--- config.mk ---
export PLATFORM = sky130hd
export DESIGN_NAME = cory_mux_arb_flat
export DESIGN_NICKNAME = d
export VERILOG_FILES = /design/src/rtl/cory_mux_arb_if.sv /design/src/rtl/cory_mux_arb.sv /design/src/flat_wrapper.sv
export SDC_FILE = /design/constraint.sdc
export NUM_CORES = 1
export LEC_CHECK = 0
export CORE_AREA = 2 2 39 41
export CTS_CLUSTER_SIZE = 8
export DETAILED_ROUTE_END_ITERATION = 10
export DIE_AREA = 0 0 41 43
export DONT_BUFFER_PORTS = 1
export GPL_ROUTABILITY_DRIVEN = 0
export GPL_TIMING_DRIVEN = 0
export PLACE_DENSITY = 0.69
export SETUP_SLACK_MARGIN = 0.15
export SLEW_MARGIN = 20
export SYNTH_ARGS = -nofsm -noshare
export SYNTH_HDL_FRONTEND = slang
export SYNTH_SLANG_ARGS = --single-unit
--- constraint.sdc ---
create_clock -name clk -period 5.05 [get_ports clk]
set_input_delay 1.01 -clock clk [delete_from_list [all_inputs] [get_ports clk]]
set_output_delay 1.01 -clock clk [all_outputs]
set_load 0.02 [all_outputs]
--- src/rtl/cory_mux_arb_if.sv ---
// Bundle of request, select and grant signals between the arbiter and its requesters/mux.
// The slave modport is the arbiter side; the master modport is the requester/mux side.
interface cory_mux_arb_if #(
  parameter int R = 4
) ();
  localparam int S = (R <= 2) ? 1 : (R <= 4) ? 2 : (R <= 8) ? 3 : 4;

  logic [R-1:0] i_req;
  logic [R-1:0] i_last;
  logic         o_s_v;
  logic [S-1:0] o_s_d;
  logic         i_s_r;
  logic [R-1:0] o_gnt;
  logic         o_busy;

  modport master (
    output i_req, i_last, i_s_r,
    input  o_s_v, o_s_d, o_gnt, o_busy
  );

  modport slave (
    input  i_req, i_last, i_s_r,
    output o_s_v, o_s_d, o_gnt, o_busy
  );
endinterface

--- src/rtl/cory_mux_arb.sv ---
// Round-robin burst arbiter driving the select channel of an R-way cory_mux.
// A grant is held for up to B select beats, or until the granted requester's last beat.
module cory_mux_arb #(
  parameter int R = 4,
  parameter int B = 4
) (
  input  logic            clk,
  input  logic            reset,
  cory_mux_arb_if.slave   bus
);
  localparam int S = (R <= 2) ? 1 : (R <= 4) ? 2 : (R <= 8) ? 3 : 4;
  localparam int C = $clog2(B + 1);

  typedef enum logic [0:0] {
    IDLE  = 1'b0,
    GRANT = 1'b1
  } state_t;

  state_t       state_q, state_d;
  logic [S-1:0] sel_q, sel_d;
  logic [S-1:0] ptr_q, ptr_d;
  logic [C-1:0] cnt_q, cnt_d;
  logic [R-1:0] gnt_q, gnt_d;
  logic         busy_q, busy_d;

  logic         req_sel_s;
  logic         last_sel_s;
  logic         s_v_s;
  logic         beat_s;
  logic         release_s;
  logic [S-1:0] pick_s;
  logic [S-1:0] sel_inc_s;

  // First requester at or above ptr, wrapping at R rather than at 2^S.
  function automatic logic [S-1:0] rr_pick(input logic [R-1:0] req, input logic [S-1:0] ptr);
    logic         found;
    logic [S-1:0] res;
    int           idx;
    found = 1'b0;
    res   = '0;
    for (int k = 0; k < R; k++) begin
      idx = (int'(ptr) + k) % R;
      if (!found && req[idx]) begin
        found = 1'b1;
        res   = S'(idx);
      end
    end
    return res;
  endfunction

  function automatic logic [R-1:0] onehot(input logic [S-1:0] idx);
    logic [R-1:0] v;
    v      = '0;
    v[idx] = 1'b1;
    return v;
  endfunction

  assign req_sel_s  = bus.i_req[sel_q];
  assign last_sel_s = bus.i_last[sel_q];
  assign s_v_s      = (state_q == GRANT) && req_sel_s;
  assign beat_s     = s_v_s && bus.i_s_r;
  assign pick_s     = rr_pick(bus.i_req, ptr_q);
  assign sel_inc_s  = (sel_q == S'(R - 1)) ? S'(0) : sel_q + S'(1);

  // A dropped request can only release without a beat, since a beat needs the request.
  assign release_s  = (beat_s && (last_sel_s || (cnt_q == C'(B - 1)))) || !req_sel_s;

  // Next-state, pointer, beat counter and registered grant/busy decode.
  always_comb begin
    state_d = state_q;
    sel_d   = sel_q;
    ptr_d   = ptr_q;
    cnt_d   = cnt_q;
    case (state_q)
      IDLE: begin
        if (bus.i_req != '0) begin
          sel_d   = pick_s;
          cnt_d   = '0;
          state_d = GRANT;
        end else begin
          state_d = IDLE;
        end
      end
      GRANT: begin
        if (release_s) begin
          state_d = IDLE;
          ptr_d   = sel_inc_s;
          cnt_d   = '0;
        end else if (beat_s) begin
          cnt_d   = cnt_q + C'(1);
        end else begin
          cnt_d   = cnt_q;
        end
      end
      default: begin
        state_d = IDLE;
        cnt_d   = '0;
      end
    endcase

    busy_d = (state_d == GRANT);
    if (busy_d) begin
      gnt_d = onehot(sel_d);
    end else begin
      gnt_d = '0;
    end
  end

  // State registers with synchronous reset.
  always_ff @(posedge clk) begin
    if (reset) begin
      state_q <= IDLE;
      sel_q   <= '0;
      ptr_q   <= '0;
      cnt_q   <= '0;
      gnt_q   <= '0;
      busy_q  <= 1'b0;
    end else begin
      state_q <= state_d;
      sel_q   <= sel_d;
      ptr_q   <= ptr_d;
      cnt_q   <= cnt_d;
      gnt_q   <= gnt_d;
      busy_q  <= busy_d;
    end
  end

  assign bus.o_s_v  = s_v_s;
  assign bus.o_s_d  = sel_q;
  assign bus.o_gnt  = gnt_q;
  assign bus.o_busy = busy_q;
endmodule

--- src/flat_wrapper.sv ---
// flat-port wrapper written by rule: the top's interface ports become plain ports
module cory_mux_arb_flat 
#(
  parameter int R = 4,
  parameter int B = 4
)
  (clk, reset, bus_i_req, bus_i_last, bus_i_s_r, bus_o_s_v, bus_o_s_d, bus_o_gnt, bus_o_busy);
  cory_mux_arb_if #(.R(R)) bus_i ();
  input  logic clk;
  input  logic reset;
  input wire logic [$bits(bus_i.i_req)-1:0] bus_i_req;
  input wire logic [$bits(bus_i.i_last)-1:0] bus_i_last;
  input wire logic [$bits(bus_i.i_s_r)-1:0] bus_i_s_r;
  output wire logic [$bits(bus_i.o_s_v)-1:0] bus_o_s_v;
  output wire logic [$bits(bus_i.o_s_d)-1:0] bus_o_s_d;
  output wire logic [$bits(bus_i.o_gnt)-1:0] bus_o_gnt;
  output wire logic [$bits(bus_i.o_busy)-1:0] bus_o_busy;
  assign bus_i.i_req = bus_i_req;
  assign bus_i.i_last = bus_i_last;
  assign bus_i.i_s_r = bus_i_s_r;
  assign bus_o_s_v = bus_i.o_s_v;
  assign bus_o_s_d = bus_i.o_s_d;
  assign bus_o_gnt = bus_i.o_gnt;
  assign bus_o_busy = bus_i.o_busy;
  cory_mux_arb #(.R(R), .B(B)) u_core (.clk(clk), .reset(reset), .bus(bus_i));
endmodule
## Word level (Yosys, flattened, before mapping)

Index checks and enable logic that the tools add are counted.

| storage, ports and cells | value |
|---|---|
| bits of input ports | 11 |
| word-level logic and storage cells | 80 |
| register bits | 12 |

| cells by class | value |
|---|---|
| eq/ne operators | 4 |
| mux-type cells | 34 |
| bitwise operators | 5 |
| order comparisons | 7 |
| reductions and logical operators | 20 |
| add/subtract/negate cells | 5 |

Operators by type and width:

| kind | number |
|---|---|
| $mux 1 | 15 |
| $mux 2 | 7 |
| $bmux 1 s2 | 6 |
| $lt 3x4->1 const B | 3 |
| $lt 2x3->1 const B | 3 |
| $mux 3 | 3 |
| $reduce_or 2->1 | 4 |
| $logic_and 1x1->1 | 7 |
| $pmux 3 s2 | 1 |
| $add 2x1->2 const B | 2 |
| $add 2x2->2 const B | 2 |
| $logic_not 1->1 | 4 |
| $reduce_and 2->1 | 2 |
| $reduce_bool 4->1 | 1 |
| $add 3x1->3 const B | 1 |
| $and 1x1->1 const A | 3 |
| $eq 3x2->1 const B | 1 |
| $ne 3x3->1 const B | 1 |
| $demux 1 s2 | 1 |
| $eq 2x2->1 const B | 1 |
| $ge 2x1->1 const B | 1 |
| $logic_or 1x1->1 | 2 |
| $ne 2x1->1 const B | 1 |
| $not 1->1 | 2 |
| $pmux 1 s2 | 1 |

## Logic depth before layout (Yosys ltp)

| depth | value |
|---|---|
| depth in word-level cells | 20 |
| mapped depth | 6 |

## Worst setup path after synthesis

OpenSTA, ideal clock, no wires.

| timing | value |
|---|---|
| path type | input-to-output |
| start point | input bus_i_req[3] |
| end point | output bus_o_s_v |
| slack | 2209 ps |
| stages on the path | 3 |
| arrival time | 1831 ps |
| path buffers | 1 |
| cell sequence | mux4_2 -> and2_1 -> clkbuf_2 |

| on the way | value |
|---|---|
| cells in the longest elaborated chain, start to end | 3 |

Ends and longest elaborated chain:

| item | RTL line | source |
|---|---|---|
| start: declaration | flat_wrapper.sv:11 | `input wire logic [$bits(bus_i.i_req)-1:0] bus_i_req;` |
| $bmux 1 s2 | cory_mux_arb.sv:58 | `assign req_sel_s = bus.i_req[sel_q];` |
| $mux 1 (not written as such) | cory_mux_arb.sv:58 |  |
| $logic_and 1x1->1 | cory_mux_arb.sv:60 | `assign s_v_s = (state_q == GRANT) && req_sel_s;` |
| end: declaration | flat_wrapper.sv:14 | `output wire logic [$bits(bus_i.o_s_v)-1:0] bus_o_s_v;` |

Every way passes these cells. The select of a mux whose other input is x is not followed.

## Final worst setup path

Ends and elaborated chain as after synthesis.

==> impl_metrics.json <==
{
  "drtIter0Drc": 25,
  "setup_viol": 0,
  "clock_latency_ns": 0.27,
  "min_path_type": "register to register",
  "cellPowerDensity_nw_per_um2": 283,
  "synth_top_area_frac": 0.336,
  "htreeDepth": 1,
  "synthArstFlopShare": 0,
  "p_leak_nw": 0.278,
  "startpoint_type": "primary input",
  "ctsHoldBuffers": 0,
  "maxSlewViolCount": 0,
  "avgSynthCellArea_um2": 8.71,
  "final_common_cell": "dfxtp_1",
  "synth.area.top_cells": "dfxtp_1, a21oi_1, nand2b_1",
  "viasPerCell": 6.24,
  "ys_types": 36,
  "fin_ws_ns": 2.16,
  "ys_seq_area_frac": 0.336,
  "rsz0062_at_grt": "no",
  "nets": 101,
  "cts_root_buffer": "clkbuf_4",
  "tightest_slew_ns": 0.621,
  "num_rows": 14,
  "hpwl_um": 1160,
  "tns_ns": 0,
  "clkSinkCount": 12,
  "pin_count": 19,
  "clock_skew_ns": 0.00303,
  "maxSlewHeadroom": 0.582,
  "final_antenna_net_count": 0,
  "synth_edf_count": 0,
  "n_antenna_cell": 0,
  "syn_nets": 96,
  "detail_route.wl_per_cell_um": 14.4,
  "nFillCells": 135,
  "vias": 630,
  "wl_um": 1450,
  "drive_gt1_frac": 0.141,
  "cp-end-kind": "primary output",
  "yosys_warnings": 0,
  "fmax_mhz": 346,
  "cts_tree": "yes",
  "path_class": "primary input to primary output",
  "fp.dieH_um": 43,
  "arrival_ns": 1.88,
  "syn_to_final_growth_pct": 5.95,
  "slowest_delay_ns": 0.51,
  "crit_chain": "mux4_2 > and2_1 > clkbuf_2",
  "grt_pass1_vias": 601,
  "antenna_found_initial": 0,
  "ir_drop_v": 0.000142,
  "core_um2": 1380,
  "maxCapViolations": 0,
  "hold_viol": 0,
  "io_buffers": 0,
  "numCtsBuffers": 3,
  "p_total_mw": 0.214,
  "cts_resized": 0,
  "clk_pin_slew_ns": 0.07,
  "ys_ff_latch": 12,
  "reg2reg_slack_ns": 3.05,
  "start_util": 0.516,
  "grt_overflow_total": 0,
  "drc_errors": 0,
  "critPathRequiredTime_ns": 4.04,
  "grtUsageTotal": 0.196,
  "status": "finished, final reports clean",
  "dp_slack_ns": 2.16,
  "clock_path_buffers": 2,
  "final_cell_mix": "dfxtp_1, a21oi_1, nand2b_1",
  "slowest_stage": "mux4_2",
  "cp_max_fo": 6,
  "grt_start_max_net_pins": 11,
  "period_minus_slack_ns": 2.89,
  "dieWidth_um": 41,
  "post_cts_buffers": 0,
  "fin_crit_sh": 0.573,
  "syn-cell-area_um2": 714,
  "grt_pass1_wl_um": 2400,
  "yosys.area.top_type": "dfxtp_1",
  "synthesis.instances": 82,
  "ys.flop_type": "dfxtp_1",
  "drt-pass1-iter-count": 4,
  "dieArea_um2": 1760
}
path summary, 6_finish.rpt:
| check | startpoint | end | cells past startpoint |
|---|---|---|---|
| worst min register to register | u_core.cnt_q[1] | u_core.cnt_q[1] | 2 |
| worst max-delay path | bus_i_req[3] | bus_o_s_v | 3 |
| worst min-delay path | u_core.cnt_q[1] | u_core.cnt_q[1] | 2 |
| worst max register to register | u_core.bus.o_s_d[0] | u_core.cnt_q[0] | 5 |
metrics by stage:
stage	hold WS (ns)	utilization	instances	cell area, um^2
after floorplan	0.440	-	82	714
after global placement	0.452	0.531	98	734
after detailed placement	0.458	0.531	98	734
after CTS	0.468	0.547	101	757
after global routing	0.490	0.547	101	757
final	0.462	0.547	101	757
final cells by class:
class                           instances  area, um^2  share of cell area
Tap cell                               16        20.0              0.0264
Sequential cell                        12         240               0.317
Buffer                                  4        23.8              0.0314
Clock buffer                            3        22.5              0.0298
Multi-Input combinational cell         61         432               0.570
Inverter                                5        18.8              0.0248
sequential cells by signal (all words and copies together), names as in the netlist:
signal            flops
u_core.cnt_q          3
u_core.bus.o_s_d      2
u_core.bus.o_gnt      4
u_core.state_q        1
u_core.ptr_q          2
synthesized netlist by cell type, types with 2 or more instances:
library cell  instances
a211oi_1              2
or2_2                 2
nor2_1                3
mux2_2                2
nand2b_1              7
inv_1                 5
a21oi_1               9
o211ai_1              2
o41ai_1               2
clkbuf_1              2
ha_1                  3
nand2_1               4
nand3_1               2
dfxtp_1              12
o21ai_0               4
critical path: cells and delay by family:
kind | cells | cell delay, ns
buffers and inverters | 1 | 0.18
AND/OR/NAND/NOR | 1 | 0.18
multiplexers | 1 | 0.51
cells by family after synthesis:
logic type                 share of synthesized area
AOI/OAI and AO/OA                              0.292
adders and majority gates                     0.0525
buffers and inverters                         0.0595
DFF                                            0.336
muxes                                         0.0630
and+or+nand+nor                                0.196
metal layers:
metal	share of wire	wire (um)	vias to the layer above	track usage
met5	0	0	-	0
met4	0.013	19	0	0.0600
met3	0.046	67	3	0.0524
met2	0.47	683	17	0.306
met1	0.47	681	292	0.254
li1	-	-	318	-
report_power, final:
part	internal [mW]	leakage, nW	total [mW]	switching, mW
clock	0.0276	0.0138	0.0581	0.0305
combinational	0.0195	0.166	0.0447	0.0252
sequential	0.101	0.0980	0.111	0.0103
(Power assumes the default switching activity.)
